--- src/rtl/score_display_pkg.sv ---
// Shared definitions for the score display: FSM states, the segment patterns,
// the conversion iteration count and the double-dabble step.
package score_display_pkg;

  typedef enum logic [1:0] {
    ST_IDLE    = 2'd0,
    ST_CONVERT = 2'd1,
    ST_COMMIT  = 2'd2
  } state_e;

  localparam int CONVERT_CYCLES = 16;
  localparam int ITER_W         = $clog2(CONVERT_CYCLES);

  // Active-low segments ordered {a,b,c,d,e,f,g}
  localparam logic [6:0] SEG_0     = 7'b0000001;
  localparam logic [6:0] SEG_1     = 7'b1001111;
  localparam logic [6:0] SEG_2     = 7'b0010010;
  localparam logic [6:0] SEG_3     = 7'b0000110;
  localparam logic [6:0] SEG_4     = 7'b1001100;
  localparam logic [6:0] SEG_5     = 7'b0100100;
  localparam logic [6:0] SEG_6     = 7'b0100000;
  localparam logic [6:0] SEG_7     = 7'b0001111;
  localparam logic [6:0] SEG_8     = 7'b0000000;
  localparam logic [6:0] SEG_9     = 7'b0000100;
  localparam logic [6:0] SEG_BLANK = 7'b1111111;

  // One double-dabble iteration on {bcd[19:0], shift[15:0]}: correct every
  // BCD nibble >= 5 by +3, then shift the whole vector left by one.
  function automatic logic [35:0] dabble_step(input logic [35:0] acc);
    logic [19:0] bcd;
    bcd = acc[35:16];
    for (int n = 0; n < 5; n++) begin
      if (bcd[n*4 +: 4] >= 4'd5) bcd[n*4 +: 4] = bcd[n*4 +: 4] + 4'd3;
    end
    return {bcd, acc[15:0]} << 1;
  endfunction

endpackage

--- src/rtl/score_display_seg7_decode.sv ---
// Nibble to 7-segment decoder (active-low).
//   digit_i : BCD digit 0..9 (other codes show blank)
//   blank_i : force all segments off
//   seg_o   : segments {a,b,c,d,e,f,g}, active low
module seg7_decode
  import score_display_pkg::*;
(
  input  logic [3:0] digit_i,
  input  logic       blank_i,
  output logic [6:0] seg_o
);

  always_comb begin
    seg_o = SEG_BLANK;
    if (!blank_i) begin
      case (digit_i)
        4'd0:    seg_o = SEG_0;
        4'd1:    seg_o = SEG_1;
        4'd2:    seg_o = SEG_2;
        4'd3:    seg_o = SEG_3;
        4'd4:    seg_o = SEG_4;
        4'd5:    seg_o = SEG_5;
        4'd6:    seg_o = SEG_6;
        4'd7:    seg_o = SEG_7;
        4'd8:    seg_o = SEG_8;
        4'd9:    seg_o = SEG_9;
        default: seg_o = SEG_BLANK;
      endcase
    end
  end

endmodule

--- src/rtl/score_display.sv ---
// Four-digit multiplexed 7-segment score display.
// A 16-bit binary score is converted to BCD by a sequential double-dabble
// engine whenever it changes; the result is committed to the digit registers
// in one step so the scan never shows a half-converted value.
//   clk    : system clock
//   reset  : asynchronous active-high reset
//   score  : binary score input
//   anode  : active-low digit enables, anode[0] = ones digit
//   ssdOut : active-low segments {a..g}
//   busy   : conversion in progress (CONVERT or COMMIT)
//
// state      | meaning
// ST_IDLE    | waiting for score to differ from last_score
// ST_CONVERT | 16 double-dabble iterations
// ST_COMMIT  | load digit registers from the BCD result
module score_display
  import score_display_pkg::*;
#(
  parameter int REFRESH_BITS = 18
) (
  input  logic        clk,
  input  logic        reset,
  input  logic [15:0] score,
  output logic [3:0]  anode,
  output logic [6:0]  ssdOut,
  output logic        busy
);

  state_e                  state_q;
  logic [15:0]             last_score_q;
  logic [15:0]             shift_q;
  logic [19:0]             bcd_q;
  logic [ITER_W-1:0]       iter_q;
  logic                    busy_q;
  logic [3:0][3:0]         digits_q;
  logic [3:0][3:0]         digits_d;
  logic [35:0]             dabble_d;

  logic [REFRESH_BITS-1:0] scan_q;
  logic [3:0]              anode_q;
  logic [6:0]              ssd_q;
  logic [1:0]              sel;
  logic [3:0]              blank_vec;
  logic [3:0]              cur_digit;
  logic [6:0]              seg_d;

  assign dabble_d = dabble_step({bcd_q, shift_q});

  // A nonzero ten-thousands nibble saturates the display to 9999.
  always_comb begin
    digits_d = bcd_q[15:0];
    if (bcd_q[19:16] != 4'd0) digits_d = {4'd9, 4'd9, 4'd9, 4'd9};
  end

  always_ff @(posedge clk or posedge reset) begin
    if (reset) begin
      state_q      <= ST_IDLE;
      last_score_q <= '0;
      shift_q      <= '0;
      bcd_q        <= '0;
      iter_q       <= '0;
      busy_q       <= 1'b0;
      digits_q     <= '0;
    end else begin
      case (state_q)
        ST_IDLE: begin
          if (score != last_score_q) begin
            last_score_q <= score;
            shift_q      <= score;
            bcd_q        <= '0;
            iter_q       <= ITER_W'(CONVERT_CYCLES - 1);
            busy_q       <= 1'b1;
            state_q      <= ST_CONVERT;
          end
        end
        ST_CONVERT: begin
          {bcd_q, shift_q} <= dabble_d;
          if (iter_q == '0) begin
            state_q <= ST_COMMIT;
          end else begin
            iter_q <= iter_q - 1'b1;
          end
        end
        ST_COMMIT: begin
          digits_q <= digits_d;
          busy_q   <= 1'b0;
          state_q  <= ST_IDLE;
        end
        default: begin
          busy_q  <= 1'b0;
          state_q <= ST_IDLE;
        end
      endcase
    end
  end

  // Leading-zero blanking: a digit is blank only while it and every higher
  // digit are zero; the ones digit always shows.
  always_comb begin
    blank_vec    = '0;
    blank_vec[3] = (digits_q[3] == 4'd0);
    blank_vec[2] = blank_vec[3] && (digits_q[2] == 4'd0);
    blank_vec[1] = blank_vec[2] && (digits_q[1] == 4'd0);
  end

  assign sel       = scan_q[REFRESH_BITS-1 -: 2];
  assign cur_digit = digits_q[sel];

  seg7_decode u_seg7_decode (
    .digit_i (cur_digit),
    .blank_i (blank_vec[sel]),
    .seg_o   (seg_d)
  );

  always_ff @(posedge clk or posedge reset) begin
    if (reset) begin
      scan_q  <= '0;
      anode_q <= 4'b1111;
      ssd_q   <= SEG_BLANK;
    end else begin
      scan_q  <= scan_q + REFRESH_BITS'(1);
      anode_q <= ~(4'b0001 << sel);
      ssd_q   <= seg_d;
    end
  end

  assign anode  = anode_q;
  assign ssdOut = ssd_q;
  assign busy   = busy_q;

endmodule

--- config.mk ---
export PLATFORM = sky130hd
export DESIGN_NAME = score_display
export DESIGN_NICKNAME = d
export VERILOG_FILES = /design/src/rtl/score_display_pkg.sv /design/src/rtl/score_display_seg7_decode.sv /design/src/rtl/score_display.sv
export SDC_FILE = /design/constraint.sdc
export NUM_CORES = 1
export LEC_CHECK = 0
export ABC_AREA = 1
export BUFFER_PORTS_ARGS = -buffer_cell sky130_fd_sc_hd__buf_2
export CAP_MARGIN = 10
export CORE_MARGIN = 3
export CORE_UTILIZATION = 61
export DETAILED_ROUTE_END_ITERATION = 8
export PLACE_DENSITY = 0.8
export SYNTH_ARGS = -nofsm -noshare
export SYNTH_HDL_FRONTEND = slang
export SYNTH_SLANG_ARGS = --single-unit
--- constraint.sdc ---
create_clock -name clk -period 4 [get_ports clk]
set_clock_uncertainty 0.1 [all_clocks]
set_input_delay 0.8 -clock clk [delete_from_list [all_inputs] [get_ports clk]]
set_output_delay 0.8 -clock clk [all_outputs]
set_load 0.02 [all_outputs]
==> results.cfg <==
[outcome]
status = finished, final reports clean

[worst_setup_path]
path_max_fanout = 53
reg2reg_from = state_q[1]
crit_required_ns = 4.20
arrival_ns = 2.67
cp-start-kind = flop
crit_path_end_kind = flop
r2r_cells = 8
worstSetupStartpoint = state_q[1]
rr_endpoint = shift_q[13]
reg2reg_setup_slack_ns = 1.53
path_class = flop to flop

[sta]
period_needed_ns = 2.47
worst_slew_pin_slew_ns = 0.746
finalSetupTns_ns = 0
fmax_ghz = 0.404
hold_violations = 0
rsz0062_at_grt = false
fin_crit_sh_pct = 61.8
finalSetupViolations = 0
slew_violations = 0
slew_headroom_pct = 50.3

[pwr]
p_leak_nw = 3.03
power_density_nw_per_um2 = 666
vdd_drop_max_v = 0.000474

[cts]
clock_latency_ns = 0.36
holdBufCountCts = 0
cts_buffers = 9
htree_levels = 3
post_cts_buffers = 0
path_clk_slew_ns = 0.10
cts_root_buf = clkbuf_8
cts.repair.resized = 0
cts_tree = done
cts_buffer_depth = 2
clkSinkCount = 104

[logic_synthesis]
synth-xor-area-share_pct = 2.92
synth_simple_gate_area_share_pct = 23.1
yosys.area.top_type = dfrtp_1
synth_top_family_by_area = simple AND/OR/NAND/NOR gates
synth_fa_ha_area_share_pct = 4.41
ys_seq_elements = 104
synthMostInstantiatedCell = nand2_1
synthCells = 675
synthMuxAreaShare_pct = 0
synth-edff-count = 0
synth_ff_type = dfrtp_1
netlist.area_leader.share_pct = 43.1
yosysSeqAreaShare_pct = 48.5
synthTopCellsByCount = 189 x nand2_1, 94 x inv_1, 93 x dfrtp_1, 81 x o21ai_0, 65 x nand3_1
yosysWarnings = 0
synthTopCellsByArea = dfrtp_1 43%, nand2_1 13%, o21ai_0 7.5%
synth_fp_nets = 712
synth_compound_area_share_pct = 11.3
synth-async-reset-ratio_pct = 100
ys_types = 30
synth_area_um2 = 5390
avgSynthCellArea_um2 = 7.99

[final_layout]
multi_input_area_um2 = 2250
final_core_util_pct = 68.1
nets = 733
n_antenna_cell = 0
fillCellCount = 689
syn_to_final_growth_pct = 5.89
layout-drive-gt1-share_pct = 9.84
ff_latch_area_um2 = 2620
final-instance-count-excl-fill = 806

[place]
gp_congestion = 0.840
dp.cells = 790
portBuffers = 29
dpl.hpwl_um = 7120

[detailed_routing]
wl_um = 10200
drt_iter0_drc = 259
routedWlPerCell_um = 12.6
drtPass1Iterations = 5
route.detailed.drc = 0
routed-via-count = 4316
vias_per_cell = 5.35
ant_nets = 0

[floorplan]
rows = 33
coreArea_um2 = 8380
die_h_um = 100
die-area_um2 = 10000
ioPinCount = 30
die_x_um = 100
start_util_pct = 64.4

[hold_path]
hp-class = flop to flop
holdPathStages = 1
hold_start = scan_q[0]
hold_path_end = scan_q[0]

[grt]
first_global_vias = 4267
antenna_found_initial = 0
grt_max_degree = 60
grt_pass1_wl_um = 18200
grt_overflow_total = 0
grt_use_total_pct = 22.1

[run]
drv_cap = 0
-- stage by stage --
step / power [mW] / hold slack [ns] / worst slack, ns / instance area (um2)
after floorplan: 2.94 / 0.322 / 0.386 / 5390
after global placement: 3.14 / 0.335 / 1.44 / 5550
after detailed placement: 3.25 / 0.352 / 1.41 / 5550
after CTS: 3.82 / 0.366 / 1.54 / 5710
after global routing: 4.19 / 0.391 / 1.32 / 5710
final: 3.81 / 0.365 / 1.53 / 5710
-- kinds of logic (layout without fill, tap and decap cells) --
family	Yosys count	count (layout)
simple gates	299	299
compound gates	115	115
fa+ha+maj	19	19
buf+inv	120	146
flops	104	104
xor+xnor	18	18
-- how the worst max path moves through the flow --
stage | to | slack (ns) | cells after the start
floorplan | bcd_q[0] | 0.39 | 1
finish | shift_q[13] | 1.53 | 8
detailed placement | shift_q[15] | 1.41 | 12
global placement | last_score_q[8] | 1.44 | 11
CTS | shift_q[13] | 1.54 | 8
global route | shift_q[13] | 1.32 | 8
-- placed cells by master (no fill, tap or decap) --
cell type    n
inv_2        1
a21oi_1     18
clkbuf_1     2
o21ai_0     81
nand2_1    189
o211ai_1     6
o31ai_1      2
a31oi_1      3
o22ai_1      1
clkinv_4     1
a22oi_1      3
ha_1        19
dfstp_2     11
inv_4        1
nand2_2      1
nor2_2       4
inv_6        1
inv_1       93
nor3_1       1
nor2_1      31
buf_2       29
xor2_1      10
nand3_1     65
nand2_4      2
o21ai_1      1
clkbuf_8     9
and2_1       1
buf_4        6
xnor2_1      8
nand4_1      5
clkinv_2     3
dfrtp_1     93
-- per-layer routing --
layer  up-vias  wire length [um]  global-route usage, %
li1       2176                 -                      -
met1      2025              4440                   26.3
met2       102              5190                   40.8
met3        13               417                   4.45
met4         0               148                   5.60
met5         -                 0                      0
-- where the power goes --
part	switching (mW)	internal [mW]	total, mW	leakage, nW
registers	0.270	1.41	1.68	1.26
clock network	0.342	0.228	0.569	0.0875
logic	1.00	0.552	1.55	1.68
-- sequential cells by signal, indices dropped and copies added, names as in the netlist --
signal,cells
last_score_q,16
ssdOut,7
busy,1
scan_q,18
bcd_q,20
iter_q,4
digits_q,16
shift_q,16
anode,4
state_q,2
-- cell type report --
class                           count  area share [%]
Clock buffer                       11            2.30
Multi-Input combinational cell    451            39.4
Sequential cell                   104            45.8
Timing Repair Buffer               35            3.33
Clock inverter                      5           0.570
Tap cell                          105            2.30
Inverter                           95            6.29
-- critical path, stage by stage, from the launching register on --
cell     delay, ns
dfrtp_1       0.41
inv_1         0.20
nand2_4       0.36
inv_1         0.69
buf_4         0.35
nand2_1       0.06
o21ai_0       0.08
nand2_1       0.08
nand2_1       0.06
(Power assumes the default switching activity.)
